`src/rtl/image_dither_pkg.sv`:
```
// -----------------------------------------------------------------------------
// image_dither_pkg
// Shared types for the image_dither front-end sequencer:
//   seq_state_t  - sequencer FSM states
//   ERR_*        - bit positions inside the packed status-pulse vector
// -----------------------------------------------------------------------------
package image_dither_pkg;

   typedef enum logic [2:0] {
      IDLE,   // waiting for the start of a frame
      WAIT,   // inside a frame, between lines
      LINE,   // issuing pixels of an active line
      DRAIN,  // flushing the dither pipeline after a line
      SKIP    // swallowing a line that must not be issued
   } seq_state_t;

   localparam int ERR_LINE_SHORT  = 0;
   localparam int ERR_LINE_LONG   = 1;
   localparam int ERR_FRAME_SHORT = 2;
   localparam int ERR_FRAME_LONG  = 3;
   localparam int ERR_OVERRUN     = 4;
   localparam int ERR_W           = 5;

   typedef logic [ERR_W-1:0] err_vec_t;

endpackage : image_dither_pkg

```
`src/rtl/image_dither_sequencer_sync_edge_detect.sv`:
```
// -----------------------------------------------------------------------------
// sync_edge_detect
// Compares the current level of a synchronous strobe with its value from the
// previous cycle and reports rising / falling edges in the same cycle as the
// new level, so the first high cycle of a strobe can be acted on directly.
//
// Ports
//   clk     in   clock
//   i_sig   in   strobe level (already synchronous to clk)
//   o_rise  out  i_sig high now, low last cycle
//   o_fall  out  i_sig low now, high last cycle
// -----------------------------------------------------------------------------
module sync_edge_detect (
   input  logic clk,
   input  logic i_sig,
   output logic o_rise,
   output logic o_fall
);

   logic r_prev;

   // The history register deliberately has no reset: it always tracks the
   // input, so a level that is already high when reset releases is not seen
   // as an edge.
   // NOTE: clocked state is assigned with <= so every register samples the
   // pre-edge values of the others; blocking = here would create order races.
   always_ff @(posedge clk) begin
      r_prev <= i_sig;
   end

   assign o_rise = i_sig & ~r_prev;
   assign o_fall = ~i_sig & r_prev;

endmodule : sync_edge_detect

```
`src/rtl/image_dither_sequencer.sv`:
```
// -----------------------------------------------------------------------------
// image_dither_sequencer
// Front-end controller for the image_dither core. Follows a vsync/hsync framed
// stream (1 px/clk while hsync is high), issues pixels with their x/y position
// and kernel-border flags, opens a drain window after each issued line,
// ping-pongs the error line-buffer bank and flags malformed geometry.
//
// Ports
//   clk, reset          clock; synchronous active-high reset
//   vsync_in            high for the whole frame
//   hsync_in            high while line pixels are valid
//   pix_in              pixel sampled while hsync_in is high
//   pix_valid           pixel issued to the dither core
//   pix_out             pix_in delayed one cycle
//   x, y                position of the issued pixel (held between pixels)
//   first_col/last_col/first_row/last_row   border flags, 0 unless pix_valid
//   drain               high PIPE_DEPTH cycles after each issued line
//   err_bank            error line-buffer bank, toggles at each line end
//   line_done           pulse when a line (issued or skipped) is retired
//   frame_done          pulse at frame end
//   err_line_short, err_line_long, err_frame_short, err_frame_long,
//   err_overrun         one-cycle status pulses
// -----------------------------------------------------------------------------
module image_dither_sequencer
   import image_dither_pkg::*;
#(
   parameter int PIXWIDTH     = 8,
   parameter int IMAGE_WIDTH  = 320,
   parameter int IMAGE_HEIGHT = 240,
   parameter int PIPE_DEPTH   = 2,
   parameter int XW           = $clog2(IMAGE_WIDTH),
   parameter int YW           = $clog2(IMAGE_HEIGHT)
) (
   input  logic                clk,
   input  logic                reset,
   input  logic                vsync_in,
   input  logic                hsync_in,
   input  logic [PIXWIDTH-1:0] pix_in,
   output logic                pix_valid,
   output logic [PIXWIDTH-1:0] pix_out,
   output logic [XW-1:0]       x,
   output logic [YW-1:0]       y,
   output logic                first_col,
   output logic                last_col,
   output logic                first_row,
   output logic                last_row,
   output logic                drain,
   output logic                err_bank,
   output logic                line_done,
   output logic                frame_done,
   output logic                err_line_short,
   output logic                err_line_long,
   output logic                err_frame_short,
   output logic                err_frame_long,
   output logic                err_overrun
);

   // Counters need one value beyond the last index so they can saturate at
   // IMAGE_WIDTH / IMAGE_HEIGHT; the x/y ports only carry valid positions.
   localparam int XCW = $clog2(IMAGE_WIDTH + 1);
   localparam int YCW = $clog2(IMAGE_HEIGHT + 1);
   localparam int DCW = (PIPE_DEPTH > 1) ? $clog2(PIPE_DEPTH) : 1;

   localparam logic [XCW-1:0] X_END  = XCW'(IMAGE_WIDTH);
   localparam logic [XCW-1:0] X_LAST = XCW'(IMAGE_WIDTH - 1);
   localparam logic [YCW-1:0] Y_END  = YCW'(IMAGE_HEIGHT);
   localparam logic [YCW-1:0] Y_LAST = YCW'(IMAGE_HEIGHT - 1);
   localparam logic [DCW-1:0] D_LAST = DCW'(PIPE_DEPTH - 1);

   // ---------------------------------------------------------------- edges
   logic w_hs_rise, w_hs_fall, w_vs_rise, w_vs_fall;

   sync_edge_detect u_hsync_edge (
      .clk    (clk),
      .i_sig  (hsync_in),
      .o_rise (w_hs_rise),
      .o_fall (w_hs_fall)
   );

   sync_edge_detect u_vsync_edge (
      .clk    (clk),
      .i_sig  (vsync_in),
      .o_rise (w_vs_rise),
      .o_fall (w_vs_fall)
   );

   // ---------------------------------------------------------------- state
   seq_state_t          r_state,  w_state;
   logic [XCW-1:0]      r_x_cnt,  w_x_cnt;
   logic [YCW-1:0]      r_y_cnt,  w_y_cnt;
   logic [DCW-1:0]      r_d_cnt,  w_d_cnt;
   logic                r_line_long_seen,  w_line_long_seen;
   logic                r_frame_long_seen, w_frame_long_seen;
   logic                r_overrun_pend,    w_overrun_pend;
   logic                r_vs_fell,         w_vs_fell;
   logic                r_bank,   w_bank;
   logic                r_drain,  w_drain;
   logic                r_line_done,  w_line_done;
   logic                r_frame_done, w_frame_done;
   err_vec_t            r_err,    w_err;
   logic                w_issue;

   // Output registers for the issued pixel.
   logic                r_pix_valid;
   logic [PIXWIDTH-1:0] r_pix_out;
   logic [XW-1:0]       r_x;
   logic [YW-1:0]       r_y;
   logic                r_first_col, r_last_col, r_first_row, r_last_row;

   // NOTE: every signal written here gets a default first, so no path can
   // leave one unassigned and infer a latch.
   always_comb begin
      w_state           = r_state;
      w_x_cnt           = r_x_cnt;
      w_y_cnt           = r_y_cnt;
      w_d_cnt           = r_d_cnt;
      w_line_long_seen  = r_line_long_seen;
      w_frame_long_seen = r_frame_long_seen;
      w_overrun_pend    = r_overrun_pend;
      w_vs_fell         = r_vs_fell | w_vs_fall;  // remembered until frame end
      w_bank            = r_bank;
      w_drain           = 1'b0;
      w_line_done       = 1'b0;
      w_frame_done      = 1'b0;
      w_err             = '0;
      w_issue           = 1'b0;

      unique case (r_state)
         IDLE: begin
            w_vs_fell = 1'b0;
            if (w_vs_rise) begin
               w_y_cnt           = '0;
               w_frame_long_seen = 1'b0;
               w_overrun_pend    = 1'b0;
               w_state           = WAIT;
            end
         end

         WAIT: begin
            // Frame end takes priority over a line starting in the same cycle.
            if (w_vs_fell) begin
               if (r_y_cnt != Y_END) w_err[ERR_FRAME_SHORT] = 1'b1;
               w_frame_done = 1'b1;
               w_vs_fell    = 1'b0;
               w_state      = IDLE;
            end else if (w_hs_rise) begin
               w_line_long_seen = 1'b0;
               if (r_y_cnt >= Y_END) begin
                  // Surplus line: swallow it, report once per frame.
                  if (!r_frame_long_seen) w_err[ERR_FRAME_LONG] = 1'b1;
                  w_frame_long_seen = 1'b1;
                  w_state           = SKIP;
               end else begin
                  // r_x_cnt is 0 here, so this issues pixel 0.
                  w_issue = 1'b1;
                  w_x_cnt = r_x_cnt + XCW'(1);
                  w_state = LINE;
               end
            end
         end

         LINE: begin
            // A vsync fall closes the line exactly like an hsync fall.
            if (w_hs_fall || w_vs_fall) begin
               if (r_x_cnt < X_END) w_err[ERR_LINE_SHORT] = 1'b1;
               w_x_cnt = '0;
               w_d_cnt = '0;
               w_drain = 1'b1;
               w_state = DRAIN;
            end else if (r_x_cnt < X_END) begin
               w_issue = 1'b1;
               w_x_cnt = r_x_cnt + XCW'(1);
            end else begin
               if (!r_line_long_seen) w_err[ERR_LINE_LONG] = 1'b1;
               w_line_long_seen = 1'b1;
            end
         end

         DRAIN: begin
            // A new line starting inside the drain window cannot be issued;
            // the window still runs to completion.
            if (w_hs_rise) begin
               w_err[ERR_OVERRUN] = 1'b1;
               w_overrun_pend     = 1'b1;
            end
            if (r_d_cnt == D_LAST) begin
               w_line_done = 1'b1;
               w_bank      = ~r_bank;
               if (r_y_cnt < Y_END) w_y_cnt = r_y_cnt + YCW'(1);
               if (w_overrun_pend) begin
                  w_overrun_pend = 1'b0;
                  w_state        = SKIP;
               end else begin
                  w_state = WAIT;
               end
            end else begin
               w_drain = 1'b1;
               w_d_cnt = r_d_cnt + DCW'(1);
            end
         end

         SKIP: begin
            // Level test: the overlapped line may already have ended while
            // the drain window was still open.
            if (!hsync_in || !vsync_in) begin
               w_line_done = 1'b1;
               w_bank      = ~r_bank;
               if (r_y_cnt < Y_END) w_y_cnt = r_y_cnt + YCW'(1);
               w_state = WAIT;
            end
         end

         default: w_state = IDLE;
      endcase
   end

   always_ff @(posedge clk) begin
      if (reset) begin
         r_state           <= IDLE;
         r_x_cnt           <= '0;
         r_y_cnt           <= '0;
         r_d_cnt           <= '0;
         r_line_long_seen  <= 1'b0;
         r_frame_long_seen <= 1'b0;
         r_overrun_pend    <= 1'b0;
         r_vs_fell         <= 1'b0;
         r_bank            <= 1'b0;
         r_drain           <= 1'b0;
         r_line_done       <= 1'b0;
         r_frame_done      <= 1'b0;
         r_err             <= '0;
         r_pix_valid       <= 1'b0;
         r_pix_out         <= '0;
         r_x               <= '0;
         r_y               <= '0;
         r_first_col       <= 1'b0;
         r_last_col        <= 1'b0;
         r_first_row       <= 1'b0;
         r_last_row        <= 1'b0;
      end else begin
         r_state           <= w_state;
         r_x_cnt           <= w_x_cnt;
         r_y_cnt           <= w_y_cnt;
         r_d_cnt           <= w_d_cnt;
         r_line_long_seen  <= w_line_long_seen;
         r_frame_long_seen <= w_frame_long_seen;
         r_overrun_pend    <= w_overrun_pend;
         r_vs_fell         <= w_vs_fell;
         r_bank            <= w_bank;
         r_drain           <= w_drain;
         r_line_done       <= w_line_done;
         r_frame_done      <= w_frame_done;
         r_err             <= w_err;
         r_pix_valid       <= w_issue;
         r_pix_out         <= pix_in;
         // Position is captured only for issued pixels and held otherwise.
         if (w_issue) begin
            r_x <= r_x_cnt[XW-1:0];
            r_y <= r_y_cnt[YW-1:0];
         end
         r_first_col <= w_issue && (r_x_cnt == '0);
         r_last_col  <= w_issue && (r_x_cnt == X_LAST);
         r_first_row <= w_issue && (r_y_cnt == '0);
         r_last_row  <= w_issue && (r_y_cnt == Y_LAST);
      end
   end

   // ---------------------------------------------------------------- outputs
   assign pix_valid       = r_pix_valid;
   assign pix_out         = r_pix_out;
   assign x               = r_x;
   assign y               = r_y;
   assign first_col       = r_first_col;
   assign last_col        = r_last_col;
   assign first_row       = r_first_row;
   assign last_row        = r_last_row;
   assign drain           = r_drain;
   assign err_bank        = r_bank;
   assign line_done       = r_line_done;
   assign frame_done      = r_frame_done;
   assign err_line_short  = r_err[ERR_LINE_SHORT];
   assign err_line_long   = r_err[ERR_LINE_LONG];
   assign err_frame_short = r_err[ERR_FRAME_SHORT];
   assign err_frame_long  = r_err[ERR_FRAME_LONG];
   assign err_overrun     = r_err[ERR_OVERRUN];

endmodule : image_dither_sequencer

```
`config.mk`:
```
export PLATFORM = sky130hd
export DESIGN_NAME = image_dither_sequencer
export DESIGN_NICKNAME = d
export VERILOG_FILES = /design/src/rtl/image_dither_pkg.sv /design/src/rtl/image_dither_sequencer_sync_edge_detect.sv /design/src/rtl/image_dither_sequencer.sv
export SDC_FILE = /design/constraint.sdc
export NUM_CORES = 1
export LEC_CHECK = 0
export ABC_AREA = 0
export BUFFER_PORTS_ARGS = -buffer_cell sky130_fd_sc_hd__buf_4
export CAP_MARGIN = 30
export CORE_MARGIN = 8
export CORE_UTILIZATION = 45
export CTS_BUF_LIST = sky130_fd_sc_hd__clkbuf_4 sky130_fd_sc_hd__clkbuf_8
export DETAILED_ROUTE_END_ITERATION = 10
export GPL_TIMING_DRIVEN = 0
export PLACE_DENSITY = 0.62
export RECOVER_POWER = 50
export SLEW_MARGIN = 20
export SYNTH_ARGS = -nofsm -noshare
export SYNTH_HDL_FRONTEND = slang
export SYNTH_SLANG_ARGS = --single-unit
```
`constraint.sdc`:
```
create_clock -name clk -period 2.1 [get_ports clk]
set_clock_uncertainty 0.05 [all_clocks]
set_input_delay 0.525 -clock clk [delete_from_list [all_inputs] [get_ports clk]]
set_output_delay 0.525 -clock clk [all_outputs]
set_load 0.05 [all_outputs]
```
==> results_dict.tcl <==
set metrics [dict create \
    cp-end-kind "flop" \
    cts_made_buffers 9 \
    ys.flop_type "dfxtp_1" \
    dpl-instance-area_mm2 0.00359 \
    worstPathArrival_ns 2.16 \
    finalMaxSlewViolations 0 \
    root_buffer "clkbuf_8" \
    cts.clk_slew.worst_paths_ns 0.07 \
    grt_pass1_vias 2693 \
    grt_max_degree 12 \
    clk_latency_ns 0.34 \
    ant_nets 0 \
    synth_area_per_cell_um2 9.56 \
    placementRows 30 \
    postCtsHoldBufs 0 \
    yosys-top-cells-area "dfxtp_1 42%, nand2b_1 7.8%, mux2i_1 6.7%" \
    postLayoutCellArea_mm2 0.00368 \
    drc_errors 0 \
    io_buffers 49 \
    dp_slack_ns -0.122 \
    synth.largest_area_cell "dfxtp_1" \
    setup_viol 0 \
    reg2reg_slack_ns 0.12 \
    grt.total_usage_pct 16.6 \
    tns_ns 0 \
    cp-startpoint "r_state[0]$_SDFFE_PP0P_" \
    critical_path.startpoint_type "flop" \
    drt_iter0_markers 114 \
    tightestPinTransition_ns 0.626 \
    synth_top_area_share_pct 42.3 \
    drive_gt1_share_pct 13.8 \
    path_max_fanout 10 \
    core-area_mm2 0.00676 \
    cts_setup_buffers 0 \
    grt_antenna_before_repair 0 \
    worst_r2r_endpoint "r_state[1]$_SDFFE_PP0P_" \
    cts_max_level 3 \
    fillers 663 \
    die_x_um 99.4 \
    final_common_cell "dfxtp_1" \
    power_leakage_nw 1.27 \
    die_height_um 99.4 \
    drv_cap 0 \
    layout_min_cycle_time_ns 1.98 \
    hp-class "in -> reg" \
    ys.warnings.count 0 \
    syn-instance-count 327 \
    ctsResizeCount 0 \
    routed_wl_um 7690 \
    yosysSeqAreaShare_pct 42.3 \
    rsz0062_at_grt "no" \
    layoutNonFillerInstCount 472 \
    dpl.hpwl_um 5480 \
    gr-total-overflow 0 \
    regToRegStartpoint "r_state[0]$_SDFFE_PP0P_" \
    max_slew_margin_pct 58.4 \
    cts_buffer_depth 2 \
    power_mw 3.23 \
    fin_nets 403 \
    cts.sinks 66 \
    cts_tree "built" \
    timing.final.crit_share_pct 94.5 \
    crit_type "reg -> reg" \
    vias 2617 \
    setup_slack_ns 0.115 \
    antennaDiodeCount 0 \
    synthesis.nets 343 \
    routedWlPerCell_um 16.3 \
    start_util_pct 46.3 \
    area_growth_pct 17.6 \
    r2r_cells 5 \
    gp_congestion 0.806 \
    final_hold_viol_count 0 \
    powerDensity_mw_per_mm2 878 \
    min_to "pix_out[1]$_SDFF_PP0_" \
    synthArstFlopShare_pct 0 \
    ys_ff_latch 66 \
    vdd_ir_drop_max_mv 0.399 \
    synth_edf_count 0 \
    multi_input_area_mm2 0.00164 \
    via_per_inst 5.54 \
    hp-start "pix_in[1]" \
    max_freq_mhz 504 \
    holdPathStages 2 \
    syn_area_mm2 0.00313 \
    dp_cells 456 \
    register_area_mm2 0.00132 \
    ios 51 \
    required_ns 2.28 \
    dieArea_mm2 0.00987 \
    drt_first_pass_iters 4 \
    final_cell_mix "66 x dfxtp_1, 50 x clkbuf_1, 39 x nand2b_1, 21 x mux2i_1, 15 x nor2b_1" \
    grt_first_pass_wirelength_um 13300 \
    synth_cell_types 58 \
    status "complete, no violations" \
]
[logic make-up after synthesis]
logic type / count (synthesis) / share of synthesized area [%]
adders and majority gates: 4 / 1.60
xor gates and xnor gates: 1 / 0.280
AOI/OAI and AO/OA: 55 / 13.8
muxes: 22 / 7.08
buffers and inverters: 32 / 5.64
and+or+nand+nor: 147 / 29.3
DFF: 66 / 42.3
[Yosys cell counts (all sizes together) (2+ instances only)]
library cell / instances
nor4: 7
nand4: 6
or3: 10
o21ai: 3
a41oi: 2
or2: 7
ha: 4
buf: 11
o2bb2ai: 2
o31ai: 2
o22ai: 10
a221o: 2
or3b: 3
a21oi: 8
nor3: 11
a221oi: 6
a31oi: 2
a311oi: 2
nand3b: 6
mux2i: 21
inv: 11
clkbuf: 10
a2111oi: 5
o32ai: 2
nand2b: 39
nor2b: 15
and4: 3
dfxtp: 66
nor3b: 2
nand2: 7
nand3: 9
and3: 3
nor2: 13
[final cells by class]
cell class                      count  area share, %
Clock buffer                       11           3.95
Timing Repair Buffer               49           5.82
Tap cell                           80           2.72
Inverter                           11           1.12
Buffer                             21           3.71
Sequential cell                    66           35.9
Multi-Input combinational cell    229           44.6
Clock inverter                      5           2.11
[per-stage QoR]
stage                     hold WS [ns]  utilization [%]
final                            0.343             54.4
after global routing             0.348             54.4
after CTS                        0.271             56.5
after detailed placement         0.371             53.2
after global placement           0.370             53.2
after floorplan                  0.348                -
[state kept, by name, indices dropped and copies added (netlist names), 3 cells and up]
signal	cells
r_x_cnt	9
x	9
pix_out	8
r_y_cnt	8
y	8
r_err	5
r_state	3
[power breakdown]
part | internal [mW] | total, mW | leakage [nW] | switching (mW)
registers | 1.30 | 1.33 | 0.535 | 0.0314
clock network | 0.710 | 1.20 | 0.113 | 0.487
logic | 0.282 | 0.704 | 0.620 | 0.422
[per-layer routing]
layer | share of wire, % | GRT usage, % | vias to the layer above
met2 | 42 | 24.9 | 68
met1 | 50 | 21.7 | 1216
met4 | 2.1 | 8.03 | 0
met5 | 0 | 0 | -
li1 | - | - | 1320
met3 | 5.4 | 4.12 | 13
[worst max path at each step]
stage | endpoint | slack [ns] | cells past startpoint
after floorplan | r_state[1]$_SDFFE_PP0P_ | 0.28 | 4
after global placement | r_x_cnt[8]$_SDFFE_PP0P_ | -0.07 | 7
after detailed placement | r_x_cnt[8]$_SDFFE_PP0P_ | -0.12 | 7
final | r_state[1]$_SDFFE_PP0P_ | 0.12 | 5
after CTS | r_state[1]$_SDFFE_PP0P_ | 0.08 | 5
after global routing | r_state[1]$_SDFFE_PP0P_ | 0.002 | 5
[critical path: stages, from the launching register on]
cell	delay, ns
dfxtp_1	0.32
buf_6	0.13
or3b_1	0.44
nor4_1	0.37
a2111o_1	0.23
mux2_1	0.33
(Power assumes the default switching activity.)
